**src/rtl/aes_shift_rows_stream.sv**
```systemverilog
// aes_shift_rows_stream
// Column-serial ShiftRows / InvShiftRows engine for an NB-column Rijndael
// state. Two ping-pong block buffers let one block be written while the
// previous one is read out, so each side moves one column per cycle.
// Byte order of a column: [31:24] row 0 ... [7:0] row 3.

module aes_shift_rows_stream #(
    parameter int NB = 4
) (
    input  logic        clk,
    input  logic        reset_n,
    input  logic        in_valid,
    output logic        in_ready,
    input  logic [31:0] in_col,
    input  logic        in_inv,
    output logic        out_valid,
    input  logic        out_ready,
    output logic [31:0] out_col,
    output logic        out_last,
    output logic        busy
);

    localparam int CW = $clog2(NB);
    localparam logic [CW-1:0] LAST = CW'(NB - 1);
    // Rijndael row offsets: rows 2 and 3 shift further for the 256-bit block
    localparam int OFF1 = 1;
    localparam int OFF2 = (NB == 8) ? 3 : 2;
    localparam int OFF3 = (NB == 8) ? 4 : 3;

    generate
        if (!(NB == 4 || NB == 6 || NB == 8)) begin : gBadNb
            $error("aes_shift_rows_stream: NB must be 4, 6 or 8");
        end
    endgenerate

    // Stored column that feeds output column 'col' for a row with offset 'off'
    function automatic logic [CW-1:0] srcCol(input logic [CW-1:0] col,
                                             input int off,
                                             input logic inv);
        int idx;
        if (inv) idx = int'(col) - off + NB;
        else     idx = int'(col) + off;
        if (idx >= NB) idx = idx - NB;
        return CW'(idx);
    endfunction

    logic [31:0]   r_buf [2][NB];
    logic [1:0]    r_full;
    logic [1:0]    r_inv;
    logic          r_wsel;
    logic          r_rsel;
    logic [CW-1:0] r_wcnt;
    logic [CW-1:0] r_rcnt;

    logic          w_inFire;
    logic          w_outFire;
    logic          w_wrDone;
    logic          w_rdDone;
    logic [1:0]    w_fullNext;
    logic          w_rdInv;
    logic [31:0]   w_outCol;

    assign in_ready  = ~r_full[r_wsel];
    assign out_valid = r_full[r_rsel];
    assign out_last  = out_valid && (r_rcnt == LAST);
    assign out_col   = w_outCol;
    assign busy      = (|r_full) | (r_wcnt != '0);

    assign w_inFire  = in_valid && in_ready;
    assign w_outFire = out_valid && out_ready;
    assign w_wrDone  = w_inFire && (r_wcnt == LAST);
    assign w_rdDone  = w_outFire && (r_rcnt == LAST);

    // Full flags: a write completion and a read completion always target
    // different buffers, so both updates can be applied in the same cycle
    always_comb begin
        w_fullNext = r_full;
        if (w_rdDone) w_fullNext[r_rsel] = 1'b0;
        if (w_wrDone) w_fullNext[r_wsel] = 1'b1;
    end

    // Column storage is not reset; the full flags alone say what is valid
    always_ff @(posedge clk) begin
        if (w_inFire) r_buf[r_wsel][r_wcnt] <= in_col;
    end

    // Write/read pointers, beat counters, full flags and per-block mode
    always_ff @(posedge clk or negedge reset_n) begin
        if (!reset_n) begin
            r_full <= '0;
            r_inv  <= '0;
            r_wsel <= 1'b0;
            r_rsel <= 1'b0;
            r_wcnt <= '0;
            r_rcnt <= '0;
        end else begin
            r_full <= w_fullNext;
            if (w_inFire) begin
                if (r_wcnt == '0) r_inv[r_wsel] <= in_inv;
                if (w_wrDone) begin
                    r_wcnt <= '0;
                    r_wsel <= ~r_wsel;
                end else begin
                    r_wcnt <= r_wcnt + CW'(1);
                end
            end
            if (w_outFire) begin
                if (w_rdDone) begin
                    r_rcnt <= '0;
                    r_rsel <= ~r_rsel;
                end else begin
                    r_rcnt <= r_rcnt + CW'(1);
                end
            end
        end
    end

    // Output column gathers each row byte from its shifted source column
    always_comb begin
        w_rdInv  = r_inv[r_rsel];
        w_outCol = '0;
        w_outCol[31:24] = r_buf[r_rsel][srcCol(r_rcnt, 0,    w_rdInv)][31:24];
        w_outCol[23:16] = r_buf[r_rsel][srcCol(r_rcnt, OFF1, w_rdInv)][23:16];
        w_outCol[15:8]  = r_buf[r_rsel][srcCol(r_rcnt, OFF2, w_rdInv)][15:8];
        w_outCol[7:0]   = r_buf[r_rsel][srcCol(r_rcnt, OFF3, w_rdInv)][7:0];
    end

endmodule

```
**config.mk**
```make
export PLATFORM = sky130hd
export DESIGN_NAME = aes_shift_rows_stream
export DESIGN_NICKNAME = d
export VERILOG_FILES = /design/src/rtl/aes_shift_rows_stream.sv
export SDC_FILE = /design/constraint.sdc
export NUM_CORES = 1
export LEC_CHECK = 0
export ABC_CLOCK_PERIOD_IN_PS = 4090
export CORE_MARGIN = 2
export CORE_UTILIZATION = 32
export CTS_BUF_LIST = sky130_fd_sc_hd__clkbuf_8
export DETAILED_ROUTE_END_ITERATION = 10
export PLACE_DENSITY_LB_ADDON = 0.1
export SETUP_SLACK_MARGIN = 0.1
export SLEW_MARGIN = 20
export SYNTH_ARGS = -nofsm -noshare
export SYNTH_HDL_FRONTEND = slang
export SYNTH_SLANG_ARGS = --single-unit
```
**constraint.sdc**
```tcl
create_clock -name clk -period 4.09 [get_ports clk]
set_input_delay 0.818 -clock clk [delete_from_list [all_inputs] [get_ports clk]]
set_output_delay 0.818 -clock clk [all_outputs]
set_load 0.05 [all_outputs]
```
==> results of run 1 <==
==> per-layer routing <==
metal / vias up / wire (um) / GRT usage, %
met1: 2486 / 9879 / 17.76
li1: 2063 / - / -
met3: 38 / 982 / 3.150
met5: - / 13 / 0
met2: 110 / 10810 / 21.89
met4: 2 / 432 / 4.224
==> area by class of cell <==
type                       count  area, sq um  share of cell area, %
clock buffer                  45        619.3                  4.938
inverter                       3        11.26                0.08978
timing repair buffer          91         1011                  8.061
tap                          402        503.0                  4.010
sequential                   266         7943                  63.33
clock inverter                35        140.1                  1.117
multi-input combinational    141         2312                  18.44
antenna                        1        2.502                0.01995
==> synthesized netlist by cell type (all sizes together) (3+ instances only) <==
cell / number / area (sq um)
nand2: 10 / 37.54
mux2: 39 / 503.0
clkbuf: 7 / 37.53
dfrtp: 10 / 250.2
inv: 3 / 11.26
mux4: 64 / 1501
edfxtp: 256 / 7687
nor3: 3 / 15.01
nor2: 7 / 26.28
ha: 5 / 62.56
buf: 11 / 106.4
==> cell families (layout without fill, tap and decap cells) <==
kind of cell | count (synthesis) | after routing
other cells | 0 | 1
mux | 105 | 105
compound gates | 3 | 3
xor+xnor | 2 | 2
simple gates | 26 | 26
buf+inv | 21 | 174
fa+ha+maj | 5 | 5
flops | 266 | 266
==> registers in the layout, indices dropped and copies added (netlist names) <==
name	flops
r_full	2
r_wsel	1
r_wcnt	2
r_rsel	1
r_buf	256
r_rcnt	2
r_inv	2
==> stage by stage <==
step	util (%)	hold slack, ps	area (sq um)
floorplan	-	517.7	10360
global placement	37.14	546.4	11780
CTS	39.53	571.1	12540
global route	39.54	593.0	12540
detailed placement	37.14	557.5	11780
finish	39.54	563.7	12540
==> report_power, final <==
part	switching, uW	internal, uW
Combinational	2750	2200
Sequential	169	3330
Clock	985	1020
==> how the worst max path moves through the flow <==
| stage | from | end | slack [ps] |
|---|---|---|---|
| after floorplan | in_valid | r_inv[0]$_DFFE_PN0P_ | 350 |
| after CTS | r_rcnt[0]$_DFFE_PN0N_ | out_col[28] | 210 |
| after global placement | r_rsel$_DFFE_PN0P_ | out_col[14] | 820 |
| after global routing | r_rcnt[0]$_DFFE_PN0N_ | out_col[28] | 170 |
| after detailed placement | r_rsel$_DFFE_PN0P_ | out_col[14] | 830 |
| final | r_rcnt[0]$_DFFE_PN0N_ | out_col[28] | 300 |
==> run_results.csv, run 1 <==
group,metric,value,unit
synth,synth-compound-area-share,0.1691,%
synth,async_flop_share,3.759,%
setup_path,rrSetupSlack,2060,ps
synth,synthMuxAreaShare,19.66,%
setup_path,critPathMaxStageDelay,710,ps
clocking,cts_tree,"done",
synth,syn_avg_cell_area,24.21,sq um
sta,rsz0062_at_grt,"false",
sta,period_share,92.68,%
synth,ys_ff_latch,266,
die,start_util,32.66,%
synth,syn-cell-area,10360,sq um
setup_path,critical_path_depth,4,
synth,synth_seq_area_share,76.62,%
setup_path,reg2reg_to,"r_buf[1][34]$_DFFE_PP_",
synth,ys.flop_type,"edfxtp_1",
global_routing,grt_pass1_vias,5229,
clocking,clk_latency,540,ps
sta,max_freq,263.8,MHz
final_layout,n_fill_cell,2869,
drt,dr_total_vias,4699,
setup_path,crit_family,"buffers and inverters",
final_layout,drive_gt1_share,31.33,%
die,die-area,33830,sq um
die,row_count,65,
die,dieWidth,183.9,um
power_and_ir_drop,p_leak,0.004172,uW
flow_run,maxCapViolCount,0,
synth,yosysWarnings,0,
clocking,post_cts_resized,0,
place,hpwlAfterDp,12330,um
clocking,clock-sinks,266,
synth,synth-edff-count,256,
synth,synth_xor_area_share,0.3502,%
final_layout,stdcell_count,984,
setup_path,cp.arrival,2970,ps
drt,drt_iter0_markers,246,
drt,via_per_inst,4.775,
power_and_ir_drop,p_total,10460,uW
sta,finalSetupViolCount,0,
drt,wire_per_inst,22.48,um
drt,drc_errors,0,
setup_path,critPathLaunchType,"flop",
min_path,hold_start,"r_inv[0]$_DFFE_PN0P_",
setup_path,r2r-start,"r_full[1]$_DFF_PN0_",
clocking,hold_buffers,0,
synth,synthSimpleGateAreaFrac,1.099,%
drt,wl,22120,um
setup_path,worstPathCellList,"buf_4, mux4_1, mux2_4, clkdlybuf4s50_1",
min_path,holdPathStages,1,
sta,fin_setup_tns,0,ps
sta,hold_violations,0,
clocking,cts_buffers,45,
sta,setup_ws,299.5,ps
setup_path,crit_slowest_cell,"clkdlybuf4s50_1",
sta,drv_slew,0,
final_layout,final_nets,590,
outcome,outcome,"finished clean",
setup_path,required,3270,ps
place,portBuffers,72,
setup_path,crit_buf_inv,2,
global_routing,grt-ovfl-total,0,
place,dpl.cell_count,903,
clocking,clk_pin_slew,60,ps
global_routing,grt_pass1_wl,33060,um
sta,period_needed,3791,ps
min_path,hold_path.class,"reg -> reg",
final_layout,layout-area-overhead-vs-synth,21.06,%
sta,relSlewSlack,53.42,%
clocking,cts_root_buffer,"clkbuf_8",
clocking,cts_setup_buffers,0,
min_path,hold_end,"r_inv[0]$_DFFE_PN0P_",
global_routing,grtUsageTotal,13.39,%
synth,synthCells,428,
place,dp_slack,831.9,ps
global_routing,grt_max_degree,35,
drt,ant_nets,0,
final_layout,final_common_cell,"edfxtp_1",
power_and_ir_drop,ir_drop,0.5849,mV
die,fp.dieH,183.9,um
sta,fin_skew,13.18,ps
synth,synth_top_family_by_area,"multiplexers",
synth,synth-adder-area-share,0.6039,%
synth,synth_fp_nets,470,
final_layout,most-common-layout-cells,"edfxtp_1 (256), clkdlybuf4s50_1 (56), mux4_2 (48)",
clocking,clockBufferDepth,3,
clocking,cts-htree-levels,2,
setup_path,path_class,"reg -> out",
synth,synth_cell_types,29,
global_routing,antenna_found_initial,2,
place,gp_congestion,0.7089,
setup_path,cp-end-kind,"primary output",
die,core,31720,sq um
power_and_ir_drop,power_density,834.0,nW/um^2
setup_path,crit_fanout,18,
setup_path,r2r_cells,3,
die,io_pins,73,
sta,tightestPinTransition,697.0,ps
drt,drtPass1Iterations,4,
Note: power is estimated with default switching activity, not from simulation.
==> run 2: changes to the inputs <==
Settings changed: HOLD_SLACK_MARGIN set to 0.1.
==> results of run 2 <==
The final DEF is identical to that of run 1; final timing and power are the same.
